### config.mk
export PLATFORM = sky130hd
export DESIGN_NAME = run_reporter
export DESIGN_NICKNAME = d
export VERILOG_FILES = /design/src/rtl/spectrum_pkg.sv /design/src/rtl/sync_fifo.sv /design/src/rtl/run_reporter.sv
export SDC_FILE = /design/constraint.sdc
export NUM_CORES = 1
export LEC_CHECK = 0
export CORE_MARGIN = 3
export CORE_UTILIZATION = 49
export DETAILED_ROUTE_END_ITERATION = 8
export PLACE_DENSITY = 0.7
export SLEW_MARGIN = 10
export SYNTH_ARGS = -nofsm -noshare
export SYNTH_HDL_FRONTEND = slang
export SYNTH_SLANG_ARGS = --single-unit
### constraint.sdc
create_clock -name clk -period 8.4 [get_ports clk]
set_clock_uncertainty 0.2 [all_clocks]
set_input_delay 2.1 -clock clk [delete_from_list [all_inputs] [get_ports clk]]
set_output_delay 2.1 -clock clk [all_outputs]
set_load 0.01 [all_outputs]
### src/rtl/spectrum_pkg.sv
// Shared types for the spectrum run reporter: run-tracker state,
// the report record layout and the record width helper.
package spectrum_pkg;

   // Widest bin/run field any instance may use; record fields are sized to it.
   localparam int MAX_BIN_W = 16;

   // Run tracker: either between runs or inside a run of exceeding bins.
   typedef enum logic {
      ST_IDLE   = 1'b0,
      ST_IN_RUN = 1'b1
   } run_state_e;

   // One report as seen by a consumer. Instances narrower than MAX_BIN_W
   // carry their start/length zero-extended in these fields.
   typedef struct packed {
      logic [7:0]           frame_id;
      logic [MAX_BIN_W-1:0] start_bin;
      logic [MAX_BIN_W-1:0] run_len;
      logic                 last;
   } report_rec_t;

   // Width of the packed {frame_id, start_bin, run_len} payload on m_tdata.
   function automatic int rec_width(input int bin_w);
      return 8 + 2 * bin_w;
   endfunction

endpackage

### src/rtl/sync_fifo.sv
// Single-clock FIFO with two ordered write ports (port 0 is written first)
// and an occupancy count. The user must never write port 1 without port 0,
// never write more entries than are free, and never read when empty.
module sync_fifo #(
   parameter int WIDTH = 8,
   parameter int DEPTH = 8
) (
   input  logic                       clk,
   input  logic                       rst_n,
   input  logic                       wr0_en,
   input  logic [WIDTH-1:0]           wr0_data,
   input  logic                       wr1_en,
   input  logic [WIDTH-1:0]           wr1_data,
   input  logic                       rd_en,
   output logic [WIDTH-1:0]           rd_data,
   output logic                       empty,
   output logic [$clog2(DEPTH):0]     count
);

   localparam int AW = $clog2(DEPTH);
   localparam int CW = AW + 1;

   logic [WIDTH-1:0] mem [DEPTH];
   logic [AW-1:0]    wr_ptr;
   logic [AW-1:0]    rd_ptr;
   logic [AW-1:0]    wr_ptr_nxt;
   logic [CW-1:0]    cnt_q;

   assign wr_ptr_nxt = wr_ptr + AW'(1);

   // Storage array; contents need no reset because count gates visibility.
   always_ff @(posedge clk) begin
      if (wr0_en) mem[wr_ptr]     <= wr0_data;
      if (wr1_en) mem[wr_ptr_nxt] <= wr1_data;
   end

   // Pointers and occupancy; pushes and a pop may land on the same edge.
   always_ff @(posedge clk or negedge rst_n) begin
      if (!rst_n) begin
         wr_ptr <= '0;
         rd_ptr <= '0;
         cnt_q  <= '0;
      end else begin
         wr_ptr <= wr_ptr + AW'(wr0_en) + AW'(wr1_en);
         if (rd_en) rd_ptr <= rd_ptr + AW'(1);
         cnt_q  <= cnt_q + CW'(wr0_en) + CW'(wr1_en) - CW'(rd_en);
      end
   end

   assign rd_data = mem[rd_ptr];
   assign empty   = (cnt_q == '0);
   assign count   = cnt_q;

endmodule

### src/rtl/run_reporter.sv
// Turns a per-bin threshold-exceed flag stream into run reports
// {frame_id, start_bin, run_len} plus one terminator record per frame.
//
// Both streams use AXI-style valid/ready: a beat transfers on a rising edge
// where valid && ready; a source holds valid and data until that edge;
// s_tready never depends on s_tvalid, m_tvalid never depends on m_tready.
module run_reporter
   import spectrum_pkg::*;
#(
   parameter int BIN_W      = 12,
   parameter int FIFO_DEPTH = 8
) (
   input  logic                       clk,
   input  logic                       rst_n,
   input  logic                       s_tvalid,
   output logic                       s_tready,
   input  logic [7:0]                 s_tdata,
   input  logic                       s_tlast,
   output logic                       m_tvalid,
   input  logic                       m_tready,
   output logic [rec_width(BIN_W)-1:0] m_tdata,
   output logic                       m_tlast,
   input  logic [BIN_W-1:0]           min_run,
   output logic [7:0]                 frame_cnt,
   output logic                       bin_ovf
);

   localparam int REC_W  = rec_width(BIN_W);
   localparam int WORD_W = REC_W + 1;
   localparam int CNT_W  = $clog2(FIFO_DEPTH) + 1;
   localparam logic [BIN_W-1:0] BIN_MAX = '1;

   run_state_e       state_q, state_d;
   logic [BIN_W-1:0] bin_idx_q;
   logic [BIN_W-1:0] run_start_q, run_start_d;
   logic [BIN_W-1:0] run_len_q, run_len_d;
   logic [BIN_W-1:0] min_run_q;
   logic [7:0]       frame_id_q;
   logic             bin_ovf_q;
   logic             frame_start_q;

   logic             beat;
   logic             flag;
   logic             closing;
   logic [BIN_W-1:0] close_start;
   logic [BIN_W-1:0] close_len;
   logic [BIN_W-1:0] min_eff;
   logic [BIN_W-1:0] min_thr;
   logic             push_close;
   logic             push_term;
   logic [WORD_W-1:0] close_word;
   logic [WORD_W-1:0] term_word;
   logic [WORD_W-1:0] head_word;
   logic             fifo_empty;
   logic [CNT_W-1:0] fifo_count;
   logic             pop;
   logic             unused_tdata;

   assign unused_tdata = ^s_tdata[7:1];
   assign beat = s_tvalid && s_tready;
   assign flag = s_tdata[0];

   // The first bin of a frame uses the live min_run; later bins use the copy.
   assign min_eff = frame_start_q ? min_run : min_run_q;
   assign min_thr = (min_eff == '0) ? BIN_W'(1) : min_eff;

   // Run tracking: step the run for this beat, then force-close on tlast.
   always_comb begin
      state_d     = state_q;
      run_start_d = run_start_q;
      run_len_d   = run_len_q;
      closing     = 1'b0;
      close_start = run_start_q;
      close_len   = run_len_q;
      if (beat) begin
         case (state_q)
            ST_IDLE: begin
               if (flag) begin
                  state_d     = ST_IN_RUN;
                  run_start_d = bin_idx_q;
                  run_len_d   = BIN_W'(1);
               end
            end
            ST_IN_RUN: begin
               if (flag) begin
                  run_len_d = (run_len_q == BIN_MAX) ? run_len_q : run_len_q + BIN_W'(1);
               end else begin
                  closing = 1'b1;
                  state_d = ST_IDLE;
               end
            end
            default: state_d = ST_IDLE;
         endcase
         if (s_tlast && state_d == ST_IN_RUN) begin
            closing     = 1'b1;
            close_start = run_start_d;
            close_len   = run_len_d;
            state_d     = ST_IDLE;
         end
      end
   end

   assign push_close = closing && (close_len >= min_thr);
   assign push_term  = beat && s_tlast;
   assign close_word = {1'b0, frame_id_q, close_start, close_len};
   assign term_word  = {1'b1, frame_id_q, bin_idx_q + BIN_W'(1), {BIN_W{1'b0}}};

   // Run state, bin position, frame numbering and overflow flag.
   always_ff @(posedge clk or negedge rst_n) begin
      if (!rst_n) begin
         state_q       <= ST_IDLE;
         run_start_q   <= '0;
         run_len_q     <= '0;
         bin_idx_q     <= '0;
         min_run_q     <= '0;
         frame_id_q    <= '0;
         bin_ovf_q     <= 1'b0;
         frame_start_q <= 1'b1;
      end else begin
         state_q     <= state_d;
         run_start_q <= run_start_d;
         run_len_q   <= run_len_d;
         if (beat) begin
            if (frame_start_q) min_run_q <= min_run;
            frame_start_q <= s_tlast;
            if (s_tlast) begin
               bin_idx_q  <= '0;
               frame_id_q <= frame_id_q + 8'd1;
            end else begin
               bin_idx_q <= bin_idx_q + BIN_W'(1);
               if (bin_idx_q == BIN_MAX) bin_ovf_q <= 1'b1;
            end
         end
      end
   end

   // A closed run always precedes the frame terminator in the FIFO.
   sync_fifo #(
      .WIDTH (WORD_W),
      .DEPTH (FIFO_DEPTH)
   ) u_fifo (
      .clk      (clk),
      .rst_n    (rst_n),
      .wr0_en   (push_close || push_term),
      .wr0_data (push_close ? close_word : term_word),
      .wr1_en   (push_close && push_term),
      .wr1_data (term_word),
      .rd_en    (pop),
      .rd_data  (head_word),
      .empty    (fifo_empty),
      .count    (fifo_count)
   );

   // Two free entries cover the worst beat: a run record plus a terminator.
   assign s_tready  = rst_n && (fifo_count <= CNT_W'(FIFO_DEPTH - 2));
   assign m_tvalid  = !fifo_empty;
   assign pop       = m_tvalid && m_tready;
   assign m_tdata   = fifo_empty ? '0 : head_word[REC_W-1:0];
   assign m_tlast   = !fifo_empty && head_word[REC_W];
   assign frame_cnt = frame_id_q;
   assign bin_ovf   = bin_ovf_q;

endmodule

==> flow_summary.yaml <==
min_path:
  hp-class: "flop to flop"
  whs_path_depth: 2
  min_from: "u_fifo.mem[2][32]$_SDFFE_PP1P_"
  min_to: "u_fifo.mem[2][32]$_SDFFE_PP1P_"
cells_and_area:
  fin_area_um2: 18400
  diodes: 0
  layout.nets: 1403
  stdcell_count: 1821
  area_delta_synth_final_pct: 13.2
  finalCoreUtilization_pct: 56.4
  drive_above_1_share_pct: 16.3
  layout_common_cells: "edfxtp_1 (160), dfxtp_1 (104), o22ai_1 (89), a22o_1 (79), nand2_1 (75)"
  final_common_cell: "edfxtp_1"
pwr:
  p_per_area_nw_per_um2: 274
  max-vdd-ir-drop_v: 0.000190
  p_leak_nw: 6.65
  power_mw: 5.04
cts:
  ctsHtreeMaxLevel: 2
  clk_pin_slew_worst_paths_ns: 0.06
  hold_buffers: 0
  cts-root-buf: "clkbuf_16"
  cts_setup_buffers: 0
  post_cts_resized: 0
  clk_latency_ns: 0.52
  tritoncts: "yes"
  cts.sinks: 333
  clk_path_buf_depth: 3
  cts_buffers: 36
route:
  detail-route-antenna-nets: 0
  drt_pass1_iterations: 6
  wl_mm: 42.7
  routedWlPerCell_um: 23.5
  viasPerCell: 6.27
  route.detailed.drc: 0
  dr.first_iter.drc_count: 1124
  via_count: 11400
worst_setup_path:
  rr_worst_depth: 13
  critPathBufInv: 4
  critPathCaptureType: "flop"
  slowest_delay_ns: 0.67
  reg2reg_setup_slack_ns: 2.96
  crit_slowest_cell: "a211oi_2"
  arrival_ns: 7.10
  cp_max_fo: 28
  critPathLaunchType: "primary input"
  path_cells: "clkdlybuf4s50_1 > and4_1 > and3_1 > nor2_1 > a211oi_2 > inv_1 > ha_1 > nand2b_1 > a2111oi_4 > o31a_4 > o211ai_2 > buf_4 > a31oi_4 > inv_2 > and2_1"
  crit_family: "compound AO/OA/AOI/OAI gates"
  reg2reg_to: "u_fifo.mem[2][25]$_DFFE_PP_"
  path_class: "primary input to flop"
  required_ns: 8.48
  reg2reg_from: "run_len_q[0]$_DFFE_PN0N_"
placed_design:
  hpwl_mm: 26.5
  place.gp.congestion: 0.855
  dp_slack_ns: 0.920
  dpl.cell_count: 1756
  portBuffers: 61
  dpl_cell_area_um2: 17200
logic_synthesis:
  ys_seq_area_share_pct: 53.0
  ys.flop_type: "edfxtp_1"
  synth.yosys.warnings: 0
  synth_async_sr_flop_share_pct: 20.7
  synth_edf_count: 160
  postSynthAreaPerCell_um2: 12.2
  synth_area_um2: 16300
  ys_types: 80
  ys_ff_latch: 333
  syn_nets: 1383
  postSynthCellCount: 1332
global_route:
  grt_pass1_wl_mm: 67.6
  grt_usage_pct: 24.3
  antenna_found_initial: 0
  grt_overflow: 0
  grt_max_degree: 74
  grt_pass1_vias: 11600
run_status:
  status: "completed"
die:
  die_w_um: 188
  core_area_um2: 32600
  start_util_pct: 49.9
  rows: 66
  die-area_um2: 35400
  ioPinCount: 69
  die_h_um: 188
flow_run:
  maxCapViolations: 0
timing:
  period_minus_slack_ns: 7.03
  report.final.slew_viol_count: 0
  fin_tns_setup_ns: 0
  grt_setup_unrepaired: "no"
  holdWs_ns: 0.247
  timing.fmax_mhz: 142
  worstMarginPinSlew_ns: 1.03
  setup_viol: 0
  hold_viol_final: 0
  finalCritPeriodShare_pct: 83.7
  fin_ws_ns: 1.37
  slew_headroom_pct: 31.0
## Yosys cell counts (all sizes together) (5+ instances only)
cell     number  area, µm²
o22ai        89        557
nand2        77        294
xor2         12        105
xnor2        11       96.3
o211ai        7       57.6
a211oi        7       62.6
inv          25       93.8
mux2i        55        554
nor2         79        314
o32ai         7       61.3
a22o         79        692
and4          5       43.8
mux2         23        259
and3          8       50.1
and2         17        106
nand4        17        106
a21oi        48        259
o31ai        15        123
edfxtp      160       4800
o21ai        48        244
mux4         66       1490
nor3          9       56.3
nor2b        58        363
a21boi       10       75.1
nand2b        6       37.5
o2bb2ai      14        123
nand3        32        160
dfxtp       104       2080
ha           23        288
dfrtp        68       1700
clkbuf       60        229
buf          49        275
## worst register-to-register path: stages (launching register included)
cell and delay, ns:
dfrtp_1 0.45, ha_1 0.25, and2_1 0.22, nor2_1 0.09, or4_1 0.53, o31ai_2 0.79, ha_1 0.41, a211oi_1 0.31
and2_1 0.44, o211ai_2 0.13, buf_4 0.26, a31oi_4 0.43, inv_2 0.40, and2_1 0.30
## layout make-up
type                    count  area (µm²)
clock buffers              50        1120
clock inverters            15         109
fillers                  2689       14200
inverters                  26        97.6
multi-input cells         864        7070
flip-flops and latches    333        8620
well taps                 442         553
repair buffers             91         833
## worst max-delay path by stage
stage | end | cells after the start | slack [ns] | startpoint
5_1_grt | u_fifo.mem[2][24]$_DFFE_PP_ | 15 | 1.11 | s_tdata[0]
4_1_cts | u_fifo.mem[2][31]$_DFFE_PP_ | 15 | 1.45 | s_tdata[0]
3_3_place_gp | u_fifo.mem[2][25]$_DFFE_PP_ | 15 | 1.01 | s_tdata[0]
6_report | u_fifo.mem[2][25]$_DFFE_PP_ | 15 | 1.37 | s_tdata[0]
2_1_floorplan | u_fifo.count[2]$_DFF_PN0_ | 20 | 1.94 | s_tlast
3_5_place_dp | u_fifo.mem[2][27]$_DFFE_PP_ | 15 | 0.92 | s_tdata[0]
## registers in the layout, summed over array words and instances (netlist names)
| name | cells |
|---|---|
| run_len_q | 12 |
| u_fifo.rd_ptr | 3 |
| u_fifo.wr_ptr | 3 |
| state_q | 1 |
| bin_ovf | 1 |
| run_start_q | 12 |
| frame_cnt | 8 |
| frame_start_q | 1 |
| u_fifo.mem | 264 |
| min_run_q | 12 |
| u_fifo.count | 4 |
| bin_idx_q | 12 |
## layer usage
layer  vias up  routed length [µm]  global-route usage, %
met4         0                1090                   6.81
met2       520               20600                   40.6
li1       5181                   -                      -
met1      5643               17700                   33.1
met5         -                   0                      0
met3        79                3350                   3.87
## power breakdown
group	internal [mW]	switching (mW)	total, mW
Clock	0.965	0.649	1.61
Sequential	1.79	0.227	2.02
Combinational	0.656	0.755	1.41
## cells by family (layout without fill, tap and decap cells)
| logic type | count (synthesis) | after routing | share of synthesized area, % |
|---|---|---|---|
| AOI/OAI and AO/OA | 353 | 353 | 15.9 |
| DFF | 333 | 333 | 53.0 |
| and+or+nand+nor | 318 | 318 | 9.90 |
| muxes | 144 | 144 | 14.1 |
| buffers and inverters | 135 | 182 | 3.70 |
| adders and majority gates | 26 | 26 | 2.14 |
| xor gates and xnor gates | 23 | 23 | 1.24 |
No activity file was read; power rests on OpenSTA's default activity.
